--- src/rtl/systolic_ctrl.sv ---
// Sequencer for an N x N output-stationary systolic array: clears the array,
// streams K operand beats (with stall support), lets the array settle one
// cycle, then captures and holds the result (optionally ReLU'd) until accepted.
module systolic_ctrl #(
   parameter int N    = 4,
   parameter int W    = 8,
   parameter int Accw = 32,
   parameter int KW   = 16
) (
   input  logic                  clk,
   input  logic                  rst,
   input  logic                  start,
   input  logic [KW-1:0]         k_len,
   input  logic                  relu_en,
   output logic                  busy,
   output logic                  done,
   output logic                  op_req,
   output logic [KW-1:0]         op_idx,
   input  logic                  op_valid,
   input  logic [N*W-1:0]        op_a,
   input  logic [N*W-1:0]        op_b,
   output logic                  arr_clr,
   output logic                  arr_en,
   output logic [N*W-1:0]        arr_a,
   output logic [N*W-1:0]        arr_b,
   input  logic [N*N*Accw-1:0]   arr_acc,
   output logic                  res_valid,
   input  logic                  res_ready,
   output logic [N*N*Accw-1:0]   res_data
);

   typedef enum logic [2:0] {
      S_IDLE   = 3'd0,
      S_CLEAR  = 3'd1,
      S_FEED   = 3'd2,
      S_SETTLE = 3'd3,
      S_OUT    = 3'd4
   } state_t;

   state_t                 state_q, state_d;
   logic [KW-1:0]          k_q, k_d;
   logic                   relu_q, relu_d;
   logic [KW-1:0]          idx_q, idx_d;
   logic                   done_q, done_d;
   logic [N*N*Accw-1:0]    res_q, res_d;
   logic [N*N*Accw-1:0]    cap;

   // Per-element capture value: negative accumulators (sign bit set) zeroed when ReLU latched
   for (genvar e = 0; e < N*N; e++) begin : g_relu
      assign cap[e*Accw +: Accw] = (relu_q && arr_acc[e*Accw + Accw - 1]) ?
                                   '0 : arr_acc[e*Accw +: Accw];
   end

   // Next-state and datapath register updates
   always_comb begin
      state_d = state_q;
      k_d     = k_q;
      relu_d  = relu_q;
      idx_d   = idx_q;
      done_d  = 1'b0;
      res_d   = res_q;
      case (state_q)
         S_IDLE: begin
            if (start) begin
               k_d     = k_len;
               relu_d  = relu_en;
               state_d = S_CLEAR;
            end
         end
         S_CLEAR: begin
            idx_d   = '0;
            state_d = (k_q != '0) ? S_FEED : S_SETTLE;
         end
         S_FEED: begin
            // Only accepted beats advance the index; a stall holds everything
            if (op_valid) begin
               if (idx_q == k_q - KW'(1)) begin
                  idx_d   = '0;
                  state_d = S_SETTLE;
               end else begin
                  idx_d = idx_q + KW'(1);
               end
            end
         end
         S_SETTLE: begin
            res_d   = cap;
            state_d = S_OUT;
         end
         S_OUT: begin
            if (res_ready) begin
               done_d  = 1'b1;
               state_d = S_IDLE;
            end
         end
         default: state_d = S_IDLE;
      endcase
   end

   // State and datapath registers; reset abandons any job in flight
   always_ff @(posedge clk or posedge rst) begin
      if (rst) begin
         state_q <= S_IDLE;
         k_q     <= '0;
         relu_q  <= 1'b0;
         idx_q   <= '0;
         done_q  <= 1'b0;
         res_q   <= '0;
      end else begin
         state_q <= state_d;
         k_q     <= k_d;
         relu_q  <= relu_d;
         idx_q   <= idx_d;
         done_q  <= done_d;
         res_q   <= res_d;
      end
   end

   // Outputs decoded from registered state; the operand path is a gated pass-through
   always_comb begin
      busy      = (state_q != S_IDLE);
      done      = done_q;
      op_req    = (state_q == S_FEED);
      op_idx    = idx_q;
      arr_clr   = (state_q == S_CLEAR);
      arr_en    = (state_q == S_FEED) && op_valid;
      arr_a     = arr_en ? op_a : '0;
      arr_b     = arr_en ? op_b : '0;
      res_valid = (state_q == S_OUT);
      res_data  = res_q;
   end

endmodule

--- config.mk ---
export PLATFORM = sky130hd
export DESIGN_NAME = systolic_ctrl
export DESIGN_NICKNAME = d
export VERILOG_FILES = /design/src/rtl/systolic_ctrl.sv
export SDC_FILE = /design/constraint.sdc
export NUM_CORES = 1
export LEC_CHECK = 0
export CAP_MARGIN = 20
export CELL_PAD_IN_SITES_DETAIL_PLACEMENT = 1
export CELL_PAD_IN_SITES_GLOBAL_PLACEMENT = 2
export CORE_AREA = 3 3 466 468
export DETAILED_ROUTE_END_ITERATION = 10
export DIE_AREA = 0 0 469 471
export PLACE_DENSITY_LB_ADDON = 0.1
export SLEW_MARGIN = 20
export SYNTH_ARGS = -nofsm -noshare
export SYNTH_HDL_FRONTEND = slang
export SYNTH_SLANG_ARGS = --single-unit
export TNS_END_PERCENT = 20
--- constraint.sdc ---
create_clock -name clk -period 33.5 [get_ports clk]
set_input_delay 6.7 -clock clk [delete_from_list [all_inputs] [get_ports clk]]
set_output_delay 6.7 -clock clk [all_outputs]
set_load 0.01 [all_outputs]
== After elaboration in Yosys (flattened, before gate mapping) ==
Index checks and enable logic that the tools add are counted.

* Register bits after elaboration: 549
* Input port bits: 598
* Output and inout port bits: 598
* Word-level logic and storage cells: 70

* $add $sub $neg: 2
* Eq/ne operators: 9
* Muxes and demuxes: 29
* Reductions and logical operators: 24

{| class="wikitable"
|+ Operator list
! operator !! count
|-
| 2-to-1 mux 32 bit || 18
|-
| 2-to-1 mux 16 bit || 2
|-
| one-hot mux 16 bit (2 select lines) || 1
|-
| logical AND 1 bit || 17
|-
| adder 16 x 1 -> 16 bit, second input constant || 1
|-
| == test 16 bit || 1
|-
| nonzero test 16 bit || 1
|-
| subtractor 16 x 1 -> 16 bit, second input constant || 1
|-
| one-hot mux 3 bit (5 select lines) || 1
|-
| 2-to-1 mux 3 bit || 4
|-
| == test 3 x 2 -> 1 bit, second input constant || 2
|-
| != test 2 x 1 -> 1 bit, second input constant || 3
|-
| AND reduction 2 bit || 2
|-
| AND reduction 4 bit || 1
|-
| == test 3 x 1 -> 1 bit, second input constant || 1
|-
| == test 3 bit, second input constant || 1
|-
| logical NOT 3 bit || 1
|-
| 2-to-1 mux 1 bit || 3
|-
| nonzero test 3 bit || 1
|-
| != test 2 bit, second input constant || 1
|-
| nonzero test 2 bit || 1
|}

== Longest topological paths before layout ==
* Word-level depth: 5
* Mapped depth: 11
* Depth with buffers taken out: 9

== Worst setup path before layout ==
Ideal clock, no wire load.

* Kind: input port to output port
* Start: input port op_valid
* End: output port arr_a[10]
* Arrival time: 7.338 ns
* Required time: 26.800 ns
* Slack: 19.462 ns
* Cell stages on the path: 3
* Path buffers: 2
* Path through: clkbuf_1 clkbuf_1 and3_1

* Longest elaborated chain between the ends: 2

{| class="wikitable"
|+ RTL lines
! element !! line !! RTL
|-
| start: declaration || 19 || <nowiki>input logic op_valid,</nowiki>
|-
| logical AND 1 bit || 125 || <nowiki>arr_en = (state_q == S_FEED) && op_valid;</nowiki>
|-
| 2-to-1 mux 32 bit || 126 || <nowiki>arr_a = arr_en ? op_a : '0;</nowiki>
|-
| end: declaration || 24 || <nowiki>output logic [N*W-1:0] arr_a,</nowiki>
|}

No other way between the ends.

== Worst setup path in the final report ==
* Start: input port op_valid
* End: output port arr_b[1]

* Longest elaborated chain between the ends: 2

{| class="wikitable"
|+ RTL lines
! element !! line !! RTL
|-
| logical AND 1 bit || 125 ||
|-
| 2-to-1 mux 32 bit || 127 || <nowiki>arr_b = arr_en ? op_b : '0;</nowiki>
|-
| end: declaration || 25 || <nowiki>output logic [N*W-1:0] arr_b,</nowiki>
|}

No other way between the ends.

==> results by group <==
Floorplan
  • I/O Pins: 1196
  • Initial core utilization: 10.61%
  • Die height: 471 µm
  • Core Area: 214000 µm²
  • Die width: 469 µm
  • FP Rows: 170
  • Die Area: 220900 µm²

Routing
  • DR iter-0 viols: 789
  • Drt wl/cell: 23.93 µm
  • First-pass detailed-route iteration total: 4
  • Post-route ant nets: 0
  • Total number of vias: 22210
  • DRT Wirelength: 158200 µm
  • Vias per inst: 3.360
  • Remaining DRCs: 0

Critical path
  • Crit path top cell by count: clkdlybuf4s50_1
  • Slowest cell delay on critical path: 630 ps
  • CP Capture Type: output port
  • Crit path required time: 26800 ps
  • CP Cell Sequence: clkdlybuf4s50_1, buf_4, and3_1, clkdlybuf4s50_1
  • Critical path type: input port to output port
  • Startpoint types: input port
  • Max stage delay cell, worst path: clkdlybuf4s50_1
  • Crit path arrival time: 8560 ps
  • CP max FO: 66

CTS
  • Clock-pin slew on the worst setup and hold paths: 50 ps
  • Worst-Skew Late Latency: 690 ps
  • Hold buffer count at CTS: 0
  • Longest Clk Path Bufs: 3
  • Post_cts resized: 0
  • CTS tree: done
  • Clk sinks: 549
  • Num CTS Buffers: 86
  • Root buffer cell: clkbuf_16
  • H-tree depth: 3
  • Setup bufs post-CTS: 0

Global routing
  • Total GRT Usage: 13.90%
  • Vias in the first global route: 23930
  • Initial antenna violation count: 78
  • Global-route wire length before repair: 215100 µm
  • Grt total ovfl: 0
  • Pin count of the biggest net entering global routing: 227

Timing
  • Final setup fails: 0
  • Setup TNS: 0 ps
  • Fin. Hold Viols: 0
  • Final Cycle Share: 45.54%
  • Worst Tran Pin Value: 1021 ps
  • Slew HR: 31.43%
  • Final Max Tran Viols: 0
  • Final min period: 15260 ps
  • Peak Freq: 0.06555 GHz
  • RSZ-0062 raised after global routing: no
  • Skew final: 28.18 ps

Placed design
  • Buffers added on ports: 1195
  • Placed cell count: 6429
  • Gpl congestion: 0.8305
  • Dpl hpwl: 123700 µm

Synth
  • Synth cell types: 48
  • Seq/Total Area, Yosys: 60.51%
  • Post-synth EDFFs: 0
  • Mapped Nets: 3150
  • Post-synth ARST share: 100.0%
  • Cells after Synth: 2550
  • Ys flop type: dfrtp_1
  • Mapped Avg Cell Area: 8.903 µm²
  • #FFs+latches synth: 549
  • Yosys warns: 0
  • Synthesized area: 22700 µm²

Outcome
  • Outcome: completed

Final layout
  • Nets: 4279
  • Non-filler cells, final: 6611
  • Share of layout cells above drive strength 1: 5.208%
  • Layout area overhead: 79.44%

Pwr
  • Cell leakage power: 17.47 nW
  • Peak supply drop: 0.03783 mV
  • Cell Pwr Density: 91.99 nW/µm²

Worst hold path
  • Tightest Hold Check Type: flop to flop

Flow run
  • Max Cap Viol: 0
## cell usage in the layout (no fill, tap or decap), types with 10 or more instances in the layout
| cell type | n |
|---|---|
| and3_1 | 68 |
| clkbuf_8 | 19 |
| nand3_1 | 10 |
| dfrtp_1 | 548 |
| nand2_1 | 1035 |
| diode_2 | 29 |
| nand2b_1 | 18 |
| clkdlybuf4s50_1 | 1195 |
| nor2_1 | 14 |
| inv_1 | 13 |
| nor3_1 | 13 |
| clkbuf_1 | 31 |
| buf_4 | 30 |
| o21ai_0 | 522 |
| mux2_2 | 14 |
| xnor2_1 | 23 |
| clkbuf_16 | 87 |
## registers in the layout, summed over array words and instances, names as in the netlist
register and count:
relu_q 1, op_idx 16, k_q 16, res_data 512, state_q 3, done 1
## stage by stage
stage | worst slack, ps | utilization, % | hold slack [ps] | total power [W] | instance area (µm²)
6_report | 18240 | 19.04 | 474.1 | 0.003748 | 40740
5_1_grt | 18140 | 19.01 | 496.8 | 0.004057 | 40690
4_1_cts | 18270 | 19.00 | 480.0 | 0.003873 | 40660
3_5_place_dp | 18290 | 17.69 | 469.4 | 0.002884 | 37850
3_3_place_gp | 18270 | 17.69 | 460.6 | 0.002883 | 37850
2_1_floorplan | 11450 | - | 516.2 | 0.001748 | 22700
## cell usage after synthesis, drive strengths merged, types with 3 or more instances
| master | count | share of area (%) |
|---|---|---|
| inv | 14 | 0.23 |
| nand2 | 1041 | 17 |
| nor2b | 3 | 0.083 |
| xor2 | 6 | 0.23 |
| xnor2 | 23 | 0.89 |
| nor2 | 16 | 0.26 |
| o311ai | 3 | 0.12 |
| nand4 | 5 | 0.14 |
| o211ai | 3 | 0.099 |
| or2 | 4 | 0.11 |
| nor3 | 17 | 0.49 |
| or4 | 4 | 0.17 |
| o21ai | 525 | 12 |
| nor4 | 4 | 0.11 |
| nand3 | 10 | 0.22 |
| buf | 13 | 0.25 |
| clkbuf | 175 | 2.9 |
| and3 | 68 | 1.9 |
| nor3b | 6 | 0.22 |
| dfrtp | 549 | 61 |
| nand2b | 18 | 0.50 |
| mux2 | 14 | 0.69 |
| or3 | 5 | 0.14 |
## worst paths after layout
check	cells after the start	from	to	slack, ps
hold reg to reg	2	res_data[244]$_DFFE_PP0P_	res_data[244]$_DFFE_PP0P_	470
min in group asynchronous	2	rst	res_data[182]$_DFFE_PP0P_	6490
max in group asynchronous	6	rst	res_data[350]$_DFFE_PP0P_	23680
setup reg to reg	6	state_q[2]$_DFFE_PP0P_	res_data[7]$_DFFE_PP0P_	29400
setup / recovery	4	op_valid	arr_b[1]	18240
hold / removal	2	res_data[244]$_DFFE_PP0P_	res_data[244]$_DFFE_PP0P_	470
## cell families after synthesis
family,after synthesis,share of synthesized area (%)
mux,16,0.7826
fa+ha+maj,2,0.1102
xor+xnor,29,1.119
simple gates,1205,21.66
buf+inv,202,3.373
compound gates,547,12.44
flops,549,60.51
## per-layer routing
metal,GRT usage [%],routed length [µm],part of all wire [%]
met3,8.247,20500,13
met2,21.48,69210,44
met5,0,206,0.13
met1,16.59,65570,41
met4,2.712,2739,1.7
## critical path, delay by kind of cell
family	cells	cell delay [ps]
buffers and inverters	3	1550
and+or+nand+nor	1	260
## where the power goes
group | switching [W] | leakage, nW | internal [W]
clock | 0.000366 | 1.38 | 0.000565
sequential | 0.000201 | 6.91 | 0.000964
combinational | 0.000909 | 9.18 | 0.000743
## layout make-up
type	count	area, µm²
multi-input cells	1799	8230
flip-flops and latches	549	13740
well taps	2838	3551
repair buffers	1229	12270
inverters	14	60.06
diodes	29	72.57
fillers	24920	173200
clock inverters	16	260.3
clock buffers	137	2555
No activity file was read; power rests on OpenSTA's default activity.
